File: config.mk
export PLATFORM = sky130hd
export DESIGN_NAME = adc_ddr_capture
export DESIGN_NICKNAME = d
export VERILOG_FILES = /design/src/rtl/adc_ddr_capture.sv
export SDC_FILE = /design/constraint.sdc
export NUM_CORES = 1
export LEC_CHECK = 0
export ABC_AREA = 1
export BUFFER_PORTS_ARGS = -buffer_cell sky130_fd_sc_hd__buf_4
export CAP_MARGIN = 10
export CORE_ASPECT_RATIO = 1.25
export CORE_MARGIN = 8
export CORE_UTILIZATION = 63
export CTS_CLUSTER_SIZE = 24
export DETAILED_ROUTE_END_ITERATION = 7
export MAX_ROUTING_LAYER = met4
export PLACE_DENSITY = 0.92
export SYNTH_ARGS = -nofsm -noshare
export SYNTH_HDL_FRONTEND = slang
export SYNTH_SLANG_ARGS = --single-unit
export TNS_END_PERCENT = 1
File: constraint.sdc
create_clock -name clk -period 4.1 [get_ports clk]
set_input_delay 0.41 -clock clk [delete_from_list [all_inputs] [get_ports clk]]
set_output_delay 0.41 -clock clk [all_outputs]
set_load 0.005 [all_outputs]
File: src/rtl/adc_ddr_capture.sv
// ADC DDR capture: rebuilds samples from IDDR rise/fall halves, trains edge order per channel, then streams a fixed-length capture.
// Latency din->m_data 2 cycles; if m_data is held by m_ready=0, newer words are dropped and counted (overflow flag).
module adc_ddr_capture #(
    parameter int                 NUM_CH        = 1,
    parameter int                 LANES         = 6,
    parameter logic [2*LANES-1:0] TRAIN_PATTERN = 12'hA5C,
    parameter int                 LOCK_CNT      = 16,
    parameter int                 TRAIN_TIMEOUT = 1024,
    parameter int                 LEN_W         = 16
) (
    input  logic                      clk,
    input  logic                      rst_n,
    input  logic [NUM_CH*LANES-1:0]   din_rise,
    input  logic [NUM_CH*LANES-1:0]   din_fall,
    input  logic [NUM_CH-1:0]         or_in,
    input  logic                      train_start,
    input  logic                      capture_start,
    input  logic [LEN_W-1:0]          capture_len,
    output logic [NUM_CH*2*LANES-1:0] m_data,
    output logic [NUM_CH-1:0]         m_or,
    output logic                      m_valid,
    input  logic                      m_ready,
    output logic                      train_done,
    output logic                      train_fail,
    output logic                      capture_busy,
    output logic                      overflow,
    output logic [NUM_CH-1:0]         swap,
    output logic [NUM_CH-1:0]         or_sticky
);

    localparam int W  = 2 * LANES;
    localparam int CW = $clog2(LOCK_CNT + 1);
    localparam int TW = $clog2(TRAIN_TIMEOUT + 1);
    localparam logic [CW-1:0] LOCK_V = CW'(LOCK_CNT);
    localparam logic [TW-1:0] TMO_V  = TW'(TRAIN_TIMEOUT);

    typedef enum logic [2:0] {
        S_IDLE    = 3'd0,
        S_TRAIN   = 3'd1,
        S_LOCKED  = 3'd2,
        S_FAIL    = 3'd3,
        S_CAPTURE = 3'd4
    } state_t;

    state_t                     state_q, state_d;
    logic [NUM_CH*LANES-1:0]    prev_fall_q, prev_fall_d;
    logic [NUM_CH*W-1:0]        aligned_q, aligned_d;
    logic [NUM_CH-1:0]          or_al_q, or_al_d;
    logic [NUM_CH-1:0][CW-1:0]  m0_q, m0_d, m1_q, m1_d;
    logic [NUM_CH-1:0]          locked_q, locked_d;
    logic [NUM_CH-1:0]          swap_q, swap_d;
    logic [TW-1:0]              tmo_q, tmo_d;
    logic [LEN_W-1:0]           len_q, len_d, cnt_q, cnt_d;
    logic [NUM_CH*W-1:0]        m_data_q, m_data_d;
    logic [NUM_CH-1:0]          m_or_q, m_or_d;
    logic                       m_valid_q, m_valid_d;
    logic                       done_q, done_d;
    logic                       fail_q, fail_d;
    logic                       busy_q, busy_d;
    logic                       ovf_q, ovf_d;
    logic [NUM_CH-1:0]          or_sticky_q, or_sticky_d;
    logic [NUM_CH-1:0][W-1:0]   cand0, cand1;
    logic                       go_train;

    function automatic logic [CW-1:0] sat_inc(input logic [CW-1:0] v);
        return (v == LOCK_V) ? v : v + CW'(1);
    endfunction

    // cand1 pairs last cycle's fall half with this cycle's rise half
    always_comb begin
        cand0       = '0;
        cand1       = '0;
        aligned_d   = '0;
        prev_fall_d = din_fall;
        or_al_d     = or_in;
        for (int c = 0; c < NUM_CH; c++) begin
            cand0[c] = {din_rise[c*LANES +: LANES], din_fall[c*LANES +: LANES]};
            cand1[c] = {prev_fall_q[c*LANES +: LANES], din_rise[c*LANES +: LANES]};
            aligned_d[c*W +: W] = swap_q[c] ? cand1[c] : cand0[c];
        end
    end

    always_comb begin
        state_d     = state_q;
        m0_d        = m0_q;
        m1_d        = m1_q;
        locked_d    = locked_q;
        swap_d      = swap_q;
        tmo_d       = tmo_q;
        len_d       = len_q;
        cnt_d       = cnt_q;
        m_data_d    = m_data_q;
        m_or_d      = m_or_q;
        m_valid_d   = m_valid_q;
        done_d      = done_q;
        fail_d      = fail_q;
        busy_d      = busy_q;
        ovf_d       = ovf_q;
        or_sticky_d = or_sticky_q;
        go_train    = train_start &&
                      (state_q == S_IDLE || state_q == S_LOCKED || state_q == S_FAIL);

        if (m_valid_q && m_ready)
            m_valid_d = 1'b0;

        case (state_q)
            S_TRAIN: begin
                tmo_d = tmo_q + TW'(1);
                for (int c = 0; c < NUM_CH; c++) begin
                    if (!locked_q[c]) begin
                        m0_d[c] = (cand0[c] == TRAIN_PATTERN) ? sat_inc(m0_q[c]) : '0;
                        m1_d[c] = (cand1[c] == TRAIN_PATTERN) ? sat_inc(m1_q[c]) : '0;
                        // A tie goes to the natural rise-first order
                        if (m0_d[c] == LOCK_V || m1_d[c] == LOCK_V) begin
                            locked_d[c] = 1'b1;
                            swap_d[c]   = (m0_d[c] != LOCK_V);
                        end
                    end
                end
                if (&locked_d) begin
                    state_d = S_LOCKED;
                    done_d  = 1'b1;
                end else if (tmo_d == TMO_V) begin
                    state_d = S_FAIL;
                    fail_d  = 1'b1;
                end
            end
            S_LOCKED: begin
                if (!train_start && capture_start) begin
                    len_d       = capture_len;
                    cnt_d       = '0;
                    ovf_d       = 1'b0;
                    or_sticky_d = '0;
                    if (capture_len != '0) begin
                        state_d = S_CAPTURE;
                        busy_d  = 1'b1;
                    end
                end
            end
            S_CAPTURE: begin
                cnt_d       = cnt_q + LEN_W'(1);
                or_sticky_d = or_sticky_q | or_al_q;
                // Dropped words still count toward the requested length
                if (!m_valid_q || m_ready) begin
                    m_data_d  = aligned_q;
                    m_or_d    = or_al_q;
                    m_valid_d = 1'b1;
                end else begin
                    ovf_d = 1'b1;
                end
                if (cnt_d == len_q) begin
                    state_d = S_LOCKED;
                    busy_d  = 1'b0;
                end
            end
            default: ;
        endcase

        if (go_train) begin
            state_d  = S_TRAIN;
            swap_d   = '0;
            m0_d     = '0;
            m1_d     = '0;
            locked_d = '0;
            tmo_d    = '0;
            done_d   = 1'b0;
            fail_d   = 1'b0;
        end
    end

    always_ff @(posedge clk) begin
        if (!rst_n) begin
            state_q     <= S_IDLE;
            prev_fall_q <= '0;
            aligned_q   <= '0;
            or_al_q     <= '0;
            m0_q        <= '0;
            m1_q        <= '0;
            locked_q    <= '0;
            swap_q      <= '0;
            tmo_q       <= '0;
            len_q       <= '0;
            cnt_q       <= '0;
            m_data_q    <= '0;
            m_or_q      <= '0;
            m_valid_q   <= 1'b0;
            done_q      <= 1'b0;
            fail_q      <= 1'b0;
            busy_q      <= 1'b0;
            ovf_q       <= 1'b0;
            or_sticky_q <= '0;
        end else begin
            state_q     <= state_d;
            prev_fall_q <= prev_fall_d;
            aligned_q   <= aligned_d;
            or_al_q     <= or_al_d;
            m0_q        <= m0_d;
            m1_q        <= m1_d;
            locked_q    <= locked_d;
            swap_q      <= swap_d;
            tmo_q       <= tmo_d;
            len_q       <= len_d;
            cnt_q       <= cnt_d;
            m_data_q    <= m_data_d;
            m_or_q      <= m_or_d;
            m_valid_q   <= m_valid_d;
            done_q      <= done_d;
            fail_q      <= fail_d;
            busy_q      <= busy_d;
            ovf_q       <= ovf_d;
            or_sticky_q <= or_sticky_d;
        end
    end

    assign m_data       = m_data_q;
    assign m_or         = m_or_q;
    assign m_valid      = m_valid_q;
    assign train_done   = done_q;
    assign train_fail   = fail_q;
    assign capture_busy = busy_q;
    assign overflow     = ovf_q;
    assign swap         = swap_q;
    assign or_sticky    = or_sticky_q;

endmodule
==> key figures <==
Outcome
  • Outcome: completed

STA
  • Pins Over Slew Limit: 0
  • Hold WS: 229 ps
  • Rel. slew slack: 27.2%
  • FMAX: 363 MHz
  • Unrepaired setup endpoints after global routing: false
  • Hold Vio Cnt, Final: 0
  • Setup TNS: 0 ps
  • Tcrit/Tclk final: 67.1%
  • Fin crit period: 2750 ps
  • Worst Max-Slew Pin Slew: 1090 ps
  • Setup violations, final: 0
  • Clock Skews: 12.0 ps

Drt
  • Initial detailed-routing violation count: 450
  • Via count of the routed design: 4,865
  • Vias per cell: 5.75
  • Total Wirelength: 12,500 um
  • DRT Pass-1 Iters: 5
  • Routed len/inst: 14.8 um
  • Residual DRC: 0
  • Post-DRT Antenna Nets: 0

GRT
  • Antenna violations before repair: 0
  • Remaining global-route overflow: 0
  • First-pass GRT wire length: 20,500 um
  • Largest net degree at the start of global routing: 38
  • Tot GR Track Use: 23.9%
  • Number of global-route vias before repair: 4,633

Critical path
  • Origin of the worst setup path: state_q[0]
  • Maximum fanout along the worst path: 24
  • Nature of the critical path startpoint: flip-flop
  • CP required: 4390 ps
  • Crit path DAT: 3040 ps
  • R2r startpoint: state_q[0]
  • Critical path class: reg -> reg
  • Crit. End Element: flip-flop

Cells and area
  • Layout cell share with drive strength beyond 1: 13.9%
  • End-of-flow core utilization: 74.3%
  • NumNets Final: 789
  • Commonest non-fill, non-tap cell in the layout: nand2_1
  • Area Growth Syn to Fin: 13.7%
  • Commonest cells after routing, fill and taps aside: 160 x nand2_1, 96 x dfxtp_1, 91 x nor2_1, 67 x inv_1, 63 x a21oi_1
  • Non-filler cells, final: 846
  • # diodes: 0

Synthesis
  • Ys async rst share: 0%
  • Yosys reg bits: 96
  • Leading register cell type out of synthesis: dfxtp_1
  • EDFF count, synth: 0
  • Sequential area share after synthesis: 39.8%
  • Syn avg cell area: 6.85 sq um
  • Post-Syn Area: 4830 sq um
  • Syn nets: 745
  • Synth warn: 0
  • Syn Inst Count: 705
  • Cell variety after synth: 35

Floorplanning
  • Row count: 35
  • Core Area: 7400 sq um
  • Die width: 94.3 um
  • Die height: 114 um
  • Top Ports: 54
  • Die area: 10,700 sq um
  • Starting density of the core: 65.3%

Hold path
  • Start point of the worst hold path: or_in
  • Worst min-delay path class: in -> reg

Placement
  • Global placement routability congestion: 0.939
  • Port Buffers: 53
  • Dpl cells: 830
  • Dpl hpwl: 9130 um

Clocking
  • Clock Pin Slew Worst Setup and Hold Paths: 100 ps
  • Clk root buf: clkbuf_8
  • Postcts setup bufs: 0
  • Clock Sinks: 96
  • Post-CTS Resized: 0
  • CTS Buf Count: 9
  • Post-CTS Hold Buffers: 0
  • TritonCTS clock tree: yes
  • CTS max path bufs: 2
  • Clk_lat worst skew: 360 ps
  • H-tree levels: 3

Power and ir drop
  • Cell Pwr Density: 337 nW/um^2
  • Max VDD drop: 0.000292 V
  • Pwr Total: 0.00185 W
  • Leakage: 2.28 nW

Run
  • Max-cap violation count: 0
-- worst paths after layout --
check / end / slack [ps] / depth (start not counted)
max: cnt_q[3] / 1350 / 6
min: or_al_q / 230 / 3
max reg2reg: cnt_q[3] / 1350 / 6
min reg2reg: m_data[10] / 470 / 2
-- stage by stage --
| step | instance area [sq um] | setup slack, ps |
|---|---|---|
| floorplan | 4830 | 2390 |
| global placement | 5280 | 1470 |
| detailed placement | 5280 | 1390 |
| CTS | 5500 | 1410 |
| global route | 5500 | 1110 |
| finish | 5500 | 1350 |
-- cell usage after synthesis, drive strengths merged, types with 6 or more instances --
cell    count  area (sq um)
a21oi      63           315
clkbuf     18          67.6
dfxtp      96          1920
ha          6          75.1
inv        71           267
nand2     168           656
nand3      61           325
nand3b     11          82.6
nand4      14          87.6
nor2      104           458
nor3        7          61.3
o21ai      54           270
-- state kept, by name (all words and copies together) (netlist names), 3 cells and up --
signal and count:
len_q 16, tmo_q 11, aligned_q 12, cnt_q 16, m0_q 5, m1_q 5, state_q 3, m_data 12
prev_fall_q 6
-- cells by family after synthesis --
logic type / Yosys count / synth area share (%)
AO/OA/AOI/OAI: 124 / 13.3
AND/OR/NAND/NOR: 376 / 36.0
adder cells (fa/ha/maj): 6 / 1.55
XOR/XNOR: 10 / 2.12
buffers and inverters: 93 / 7.28
flip-flops: 96 / 39.8
-- cell type report --
type	count	area, sq um
Fill cell	537	1900
Tap cell	92	115
Inverter	72	270
Timing Repair Buffer	54	405
Sequential cell	96	1920
Multi-Input combinational cell	516	2560
Clock buffer	10	128
Clock inverter	6	91.3
-- critical path, cell delays in order, from the launching register on --
cell	delay, ps
dfxtp_1	430
nor3_1	130
nand2_1	550
inv_1	360
nor2_1	900
nand2_1	150
a21oi_1	160
-- power by group --
part	total, W	switching, W	leakage [nW]	internal, W
Clock	0.000678	0.000330	0.111	0.000348
Sequential	0.000986	0.0000243	0.781	0.000961
Combinational	0.000187	0.000121	1.39	0.0000666
Total	0.00185	0.000475	2.28	0.00138
-- layer usage --
layer / vias to the layer above / part of all wire (%) / wire length (um) / GRT usage, %
li1: 2397 / - / - / -
met1: 2251 / 38 / 4780 / 24.8
met4: 0 / 3.3 / 417 / 11.9
met3: 39 / 5.4 / 682 / 4.53
met5: - / 0 / 0 / -
met2: 178 / 53 / 6640 / 41.7
Note: power is estimated with default switching activity, not from simulation.
